--- config.mk ---
export PLATFORM = sky130hd
export DESIGN_NAME = vga_layer_mixer
export DESIGN_NICKNAME = d
export VERILOG_FILES = /design/src/rtl/vga_layer_mixer.sv
export SDC_FILE = /design/constraint.sdc
export NUM_CORES = 1
export LEC_CHECK = 0
export BUFFER_PORTS_ARGS = -buffer_cell sky130_fd_sc_hd__buf_4
export CAP_MARGIN = 20
export CORE_ASPECT_RATIO = 0.9
export CORE_UTILIZATION = 48
export DETAILED_ROUTE_END_ITERATION = 8
export PLACE_DENSITY_LB_ADDON = 0.15
export SLEW_MARGIN = 20
export SYNTH_ARGS = -nofsm -noshare
export SYNTH_HDL_FRONTEND = slang
export SYNTH_SLANG_ARGS = --single-unit
--- constraint.sdc ---
create_clock -name i_CLK -period 5.1 [get_ports i_CLK]
set_input_delay 0.255 -clock i_CLK [delete_from_list [all_inputs] [get_ports i_CLK]]
set_output_delay 0.255 -clock i_CLK [all_outputs]
set_load 0.05 [all_outputs]
--- src/rtl/vga_layer_mixer.sv ---
// Two-stage VGA layer compositor: OR/priority mixing, active-area blanking,
// sync alignment, frame-synchronous layer enables and per-frame overlap flags.
module vga_layer_mixer #(
  parameter int                          NUM_LAYERS = 4,
  parameter int                          COLOR_BITS = 3,
  parameter int                          H_ACTIVE   = 640,
  parameter int                          V_ACTIVE   = 480,
  parameter logic [3*COLOR_BITS-1:0]     BG_RGB     = '0,
  parameter logic                        SYNC_IDLE  = 1'b1
) (
  input  logic                               i_CLK,
  input  logic                               i_RST,
  input  logic                               i_hSync,
  input  logic                               i_vSync,
  input  logic [9:0]                         i_display_x_pos,
  input  logic [9:0]                         i_display_y_pos,
  input  logic [NUM_LAYERS*3*COLOR_BITS-1:0] i_layer_rgb,
  input  logic [NUM_LAYERS-1:0]              i_layer_en,
  input  logic                               i_mode,
  output logic [COLOR_BITS-1:0]              o_red,
  output logic [COLOR_BITS-1:0]              o_green,
  output logic [COLOR_BITS-1:0]              o_blue,
  output logic                               o_hSync,
  output logic                               o_vSync,
  output logic [NUM_LAYERS-1:0]              o_collision_mask,
  output logic                               o_frame_done
);

  localparam int         PW    = 3*COLOR_BITS;
  localparam logic [9:0] H_LIM = 10'(H_ACTIVE);
  localparam logic [9:0] V_LIM = 10'(V_ACTIVE);

  logic                         s1_valid;
  logic                         s1_hsync;
  logic                         s1_vsync;
  logic [9:0]                   s1_x;
  logic [9:0]                   s1_y;
  logic [NUM_LAYERS*PW-1:0]     s1_rgb;
  logic [NUM_LAYERS-1:0]        s1_en;
  logic                         s1_mode;

  logic [NUM_LAYERS-1:0]        enable_shadow;
  logic [NUM_LAYERS-1:0]        collision_acc;

  logic [NUM_LAYERS-1:0]        opaque;
  logic [PW-1:0]                or_rgb;
  logic [PW-1:0]                pri_rgb;
  logic [PW-1:0]                mix_rgb;
  logic                         found;
  logic                         multi;
  logic                         active;
  logic                         frame_end;
  logic                         collide;

  // Stage 1: register inputs. s1_valid masks the cleared pipeline after reset
  // so the first output cycle is blank rather than background colour.
  always_ff @(posedge i_CLK) begin
    if (i_RST) begin
      s1_valid <= 1'b0;
      s1_hsync <= SYNC_IDLE;
      s1_vsync <= SYNC_IDLE;
      s1_x     <= '0;
      s1_y     <= '0;
      s1_rgb   <= '0;
      s1_en    <= '0;
      s1_mode  <= 1'b0;
    end else begin
      s1_valid <= 1'b1;
      s1_hsync <= i_hSync;
      s1_vsync <= i_vSync;
      s1_x     <= i_display_x_pos;
      s1_y     <= i_display_y_pos;
      s1_rgb   <= i_layer_rgb;
      s1_en    <= i_layer_en;
      s1_mode  <= i_mode;
    end
  end

  always_comb begin
    opaque  = '0;
    or_rgb  = '0;
    pri_rgb = '0;
    found   = 1'b0;
    multi   = 1'b0;
    for (int k = 0; k < NUM_LAYERS; k++) begin
      opaque[k] = enable_shadow[k] && (s1_rgb[k*PW +: PW] != '0);
      if (opaque[k]) begin
        or_rgb = or_rgb | s1_rgb[k*PW +: PW];
        if (found) begin
          multi = 1'b1;
        end else begin
          pri_rgb = s1_rgb[k*PW +: PW];
        end
        found = 1'b1;
      end
    end

    active    = (s1_x < H_LIM) && (s1_y < V_LIM);
    frame_end = s1_valid && (s1_x == 10'd0) && (s1_y == V_LIM);
    collide   = s1_valid && active && multi;

    if (!s1_valid || !active) begin
      mix_rgb = '0;
    end else if (!found) begin
      mix_rgb = BG_RGB;
    end else if (s1_mode) begin
      mix_rgb = pri_rgb;
    end else begin
      mix_rgb = or_rgb;
    end
  end

  // Stage 2: outputs, sticky overlap accumulation, frame-boundary hand-off.
  always_ff @(posedge i_CLK) begin
    if (i_RST) begin
      o_red            <= '0;
      o_green          <= '0;
      o_blue           <= '0;
      o_hSync          <= SYNC_IDLE;
      o_vSync          <= SYNC_IDLE;
      o_collision_mask <= '0;
      o_frame_done     <= 1'b0;
      collision_acc    <= '0;
      enable_shadow    <= '1;
    end else begin
      {o_red, o_green, o_blue} <= mix_rgb;
      o_hSync                  <= s1_hsync;
      o_vSync                  <= s1_vsync;
      o_frame_done             <= frame_end;
      if (frame_end) begin
        o_collision_mask <= collision_acc;
        collision_acc    <= '0;
        enable_shadow    <= s1_en;
      end else if (collide) begin
        collision_acc <= collision_acc | opaque;
      end
    end
  end

endmodule

# After elaboration in Yosys (flattened, before gate mapping)
# Index checks and enable logic that the tools add are counted.
totals:
  wordCells: 66
  in_bits: 65
  output_inout_bits: 16
  regBits: 88
op_classes:
  muxes: 22
  n_eq_ne: 1
  bitwise_logic: 5
  order_cmp: 2
  reduce_logical: 19
ops:
  columns: ["operator", "count"]
  rows:
  - ["$mux 9", 11]
  - ["$reduce_bool 9->1", 4]
  - ["$or 9x9->9", 3]
  - ["$mux 1", 11]
  - ["$eq 10x9->1 const B", 1]
  - ["$logic_not 10->1", 1]
  - ["$lt 10x10->1 const B", 1]
  - ["$lt 10x9->1 const B", 1]
  - ["$logic_and 1x1->1", 9]
  - ["$or 4x4->4", 1]
  - ["$reduce_or 3->1", 1]
  - ["$logic_not 1->1", 2]
  - ["$reduce_or 2->1", 1]
  - ["$logic_or 1x1->1", 1]
  - ["$not 1->1", 1]

# Longest topological paths before layout
logic_depth:
  word_depth: 10
  ltp_mapped: 6
  ltp_nobuf: 5

# Worst setup path after synthesis
# Ideal clock, no wire load.
synth_path:
  path_kind: "register to register"
  start: "reg s1_rgb[23]"
  end: "reg o_red[0]"
  t_required_ns: 4.978
  setup_time_ns: 0.122
  path_buffers: 1
  setup_slack_ns: 3.249
  t_arrival_ns: 1.729
  synth_period_minus_slack_ns: 1.851
  path_stages_with_launch: 7
  cell_sequence: "dfxtp_1 -> or4_4 -> o41ai_4 -> buf_6 -> or3_1 -> a21oi_1 -> o311a_1"
synth_via:
  elab_chain_len: 6
  word_cells_on_any_way: 13
  classes_between: "mux (8); bitwise (2); reduce/logical (3)"
synth_rtl:
  columns: ["item", "line", "source"]
  rows:
  - ["start: declaration", "38", "logic [NUM_LAYERS*PW-1:0] s1_rgb;"]
  - ["start signal: assignment", "73", "s1_rgb <= i_layer_rgb;"]
  - ["$reduce_bool 9->1 *", "86", "opaque[k] = enable_shadow[k] && (s1_rgb[k*PW +: PW] != '0);"]
  - ["$logic_and 1x1->1 *", "86", null]
  - ["$mux 9 or $mux 1 (tied branches)", "87", "if (opaque[k]) begin"]
  - ["$or 9x9->9, or another cell as far along", "88", "or_rgb = or_rgb | s1_rgb[k*PW +: PW];"]
  - ["$mux 9 or $not 1->1 (tied branches)", null, null]
  - ["$mux 9 or $reduce_or 3->1 (tied branches)", null, null]
  - ["end signal: assignment", "126", "{o_red, o_green, o_blue} <= mix_rgb;"]
  - ["end: declaration", "20", "output logic [COLOR_BITS-1:0] o_red,"]
# Every way passes the cells marked *; elsewhere a longest branch is shown, timed or not.
# A chain may end at the register's enable or synchronous reset.

# Worst setup path after layout
layout_path:
  start: "reg s1_rgb[23]"
  end: "reg o_green[0]"
layout_via:
  elab_chain_len: 6
  word_cells_on_any_way: 13
  classes_between: "mux (8); bitwise (2); reduce/logical (3)"
layout_rtl:
  columns: ["item", "line", "source"]
  rows:
  - ["$reduce_bool 9->1 *", "86", null]
  - ["$logic_and 1x1->1 *", "86", null]
  - ["$mux 9 or $mux 1 (tied branches)", "87", null]
  - ["$or 9x9->9, or another cell as far along", "88", null]
  - ["$mux 9 or $not 1->1 (tied branches)", null, null]
  - ["$mux 9 or $reduce_or 3->1 (tied branches)", null, null]
  - ["end signal: assignment", "126", null]
  - ["end: declaration", "21", "output logic [COLOR_BITS-1:0] o_green,"]
# Marks and branches as above.

==> impl_metrics.toml <==
[flow_run]
cap_violations = 0

[die]
core_um2 = 6250
die-area_um2 = 6970
die_w_um = 87.9
io-pin-count = 81
fp.dieH_um = 79.3
initial_core_util_pct = 51.0
row_count = 27

[timing]
clock_skew_ps = 7.84
max_freq_ghz = 0.432
finalSetupTns_ps = 0
grt_setup_unrepaired = "no"
maxSlewViolCount = 0
finalHoldViolCount = 0
tightest_slew_ps = 727
finalCritPeriodShare_pct = 45.4
finalSetupViolCount = 0
finalWorstSetupSlack_ps = 2780
period_minus_slack_ps = 2320
relSlewSlack_pct = 51.5

[status]
status = "finished, final reports clean"

[detailed_routing]
vias = 2482
drt_iter0_drc = 156
wl_per_cell_um = 13.9
wl_met1_um = 3220
antenna_left = 0
drc = 0
routed_wl_um = 6730
routed-wl-met3_um = 674
top_layer = "met4"
dr.pass1.iters = 5
avgViaCountPerCell = 5.14
dr_wl_met2_um = 2760

[worst_setup_path]
path_cells = "or4_4 > o41ai_4 > and2_1 > a221oi_2 > o311a_1"
cpMaxStageDelayCell = "o41ai_4"
critical_path_class = "register to register"
cp.arrival_ps = 2560
critPathRequiredTime_ps = 5340
crit_buf_inv = 0
path_max_fanout = 11
critPathCaptureType = "register"
cp_top_family = "compound AO/OA/AOI/OAI gates"
critPathMaxStageDelay_ps = 630
worst_setup_path_start_kind = "register"

[yosys]
synthSimpleGateAreaFrac_pct = 24.8
ys_seq_elements = 88
synth-edff-count = 0
synth_area_per_cell_um2 = 10.1
synth_top_family_by_area = "simple AND/OR/NAND/NOR gates"
synth_ff_type = "dfxtp_1"
syn_nets = 382
synth_compound_area_share_pct = 14.7
synth_cells = 317
synth_seq_area_share_pct = 55.3
ys_async_sr_fraction_pct = 0
synthMuxAreaShare_pct = 1.88
synth_cell_type_count = 41
synth_adder_area_share_pct = 0
syn_area_um2 = 3190
ys.warnings.count = 0
synth_xor_area_share_pct = 0

[clock_tree]
path_clk_slew_ps = 90
postCtsResizedCells = 0
clock-sinks = 88
cts_hold_buf = 0
clk_latency_ps = 350
cts_setup_buffers = 0
numCtsBuffers = 9
cts_root_buf = "clkbuf_8"
htree_levels = 3
clock_path_buffers = 2
cts_tree = "built"

[power]
powerDensity_nw_per_um2 = 334
total_power_mw = 1.34
p_leak_nw = 1.71
ir_worst_vdd_uv = 238

[global_route]
antenna_found_initial = 0
grt_overflow = 0
grt_pass1_wl_um = 10700
grt_start_max_net_pins = 74
grt_pass1_vias = 2257
grt_usage_pct = 20.7

[worst_hold_path]
hold_class = "input pin to register"

[layout]
num_antenna_cells = 0
layout_commonest_cell = "dfxtp_1"
nets = 457
final_cell_mix = "dfxtp_1 (88), buf_4 (82), nor2b_1 (61)"
layout-drive-gt1-share_pct = 27.5
final_util_pct = 64.4
area_growth_pct = 26.3
stdcell_area_um2 = 4030

[placed_design]
gp_congestion = 0.862
placed_cell_area_um2 = 3830
pre_cts_ws_ps = 2840
dp_hpwl_um = 4960
place.port_buffers = 80
==> state kept, by name, indices dropped and copies added, names as in the netlist, 3 cells and up <==
register and count:
s1_x 10, o_blue 3, o_collision_mask 4, s1_y 10
o_red 3, collision_acc 4, o_green 3, s1_rgb 36
s1_en 4, enable_shadow 4
==> stage by stage <==
step | hold WS [ps] | cells
after floorplan | 359 | 317
after global routing | 69.3 | 483
final | 85.5 | 483
after CTS | 67.2 | 483
after global placement | 391 | 468
after detailed placement | 394 | 468
==> cell usage after synthesis (all sizes together), types with 2 or more instances <==
cell type	number	area, µm²
o2111ai	8	70.1
nor2	11	43.8
buf	3	21.3
inv	8	30.0
a22oi	8	60.1
nor2b	61	382
o311a	2	20.0
o21ai	7	35.0
o21a	2	15.0
nor3	3	15.0
or2	4	25.0
dfxtp	88	1760
o211ai	3	22.5
a31oi	2	18.8
a32oi	8	70.1
nand3	4	20.0
or3	4	25.0
nand2	29	109
a21oi	5	25.0
and3	12	75.1
mux2i	6	60.1
a211oi	2	15.0
nor4	6	37.5
a32o	2	20.0
or4	3	30.0
clkbuf	15	56.3
==> power by group <==
group | switching, mW | internal (mW)
Clock | 0.236 | 0.226
Combinational | 0.0665 | 0.0745
Sequential | 0.0207 | 0.721
==> final cells by class <==
| class | count | area, µm² |
|---|---|---|
| fillers | 545 | 2220 |
| flip-flops and latches | 88 | 1760 |
| multi-input cells | 203 | 1320 |
| repair buffers | 82 | 616 |
| clock buffers | 9 | 124 |
| well taps | 87 | 109 |
| clock inverters | 6 | 67.6 |
| inverters | 8 | 30.0 |
==> worst paths after layout <==
check                to  slack (ps)  startpoint  depth (start not counted)
max          o_green[0]        2780  s1_rgb[23]                          5
min            s1_vsync          90     i_vSync                          2
max reg2reg  o_green[0]        2780  s1_rgb[23]                          5
min reg2reg     o_hSync         410    s1_hsync                          1
==> worst register-to-register path, delay by kind of cell (launching register included) <==
family	cells	cell delay [ps]
AO/OA/AOI/OAI	3	1030
AND/OR/NAND/NOR	2	830
flip-flops	1	340
==> kinds of logic (layout without fill, tap and decap cells) <==
kind of cell,after synthesis,in the layout
AOI/OAI and AO/OA,56,56
and+or+nand+nor,141,141
buffers and inverters,26,105
DFF,88,88
muxes,6,6
==> per-layer routing <==
metal	GRT usage [%]	up-vias
li1	-	1256
met4	6.39	0
met1	28.9	1101
met5	0	-
met3	7.90	10
met2	29.1	115
Power figures use the tool's default switching activity.
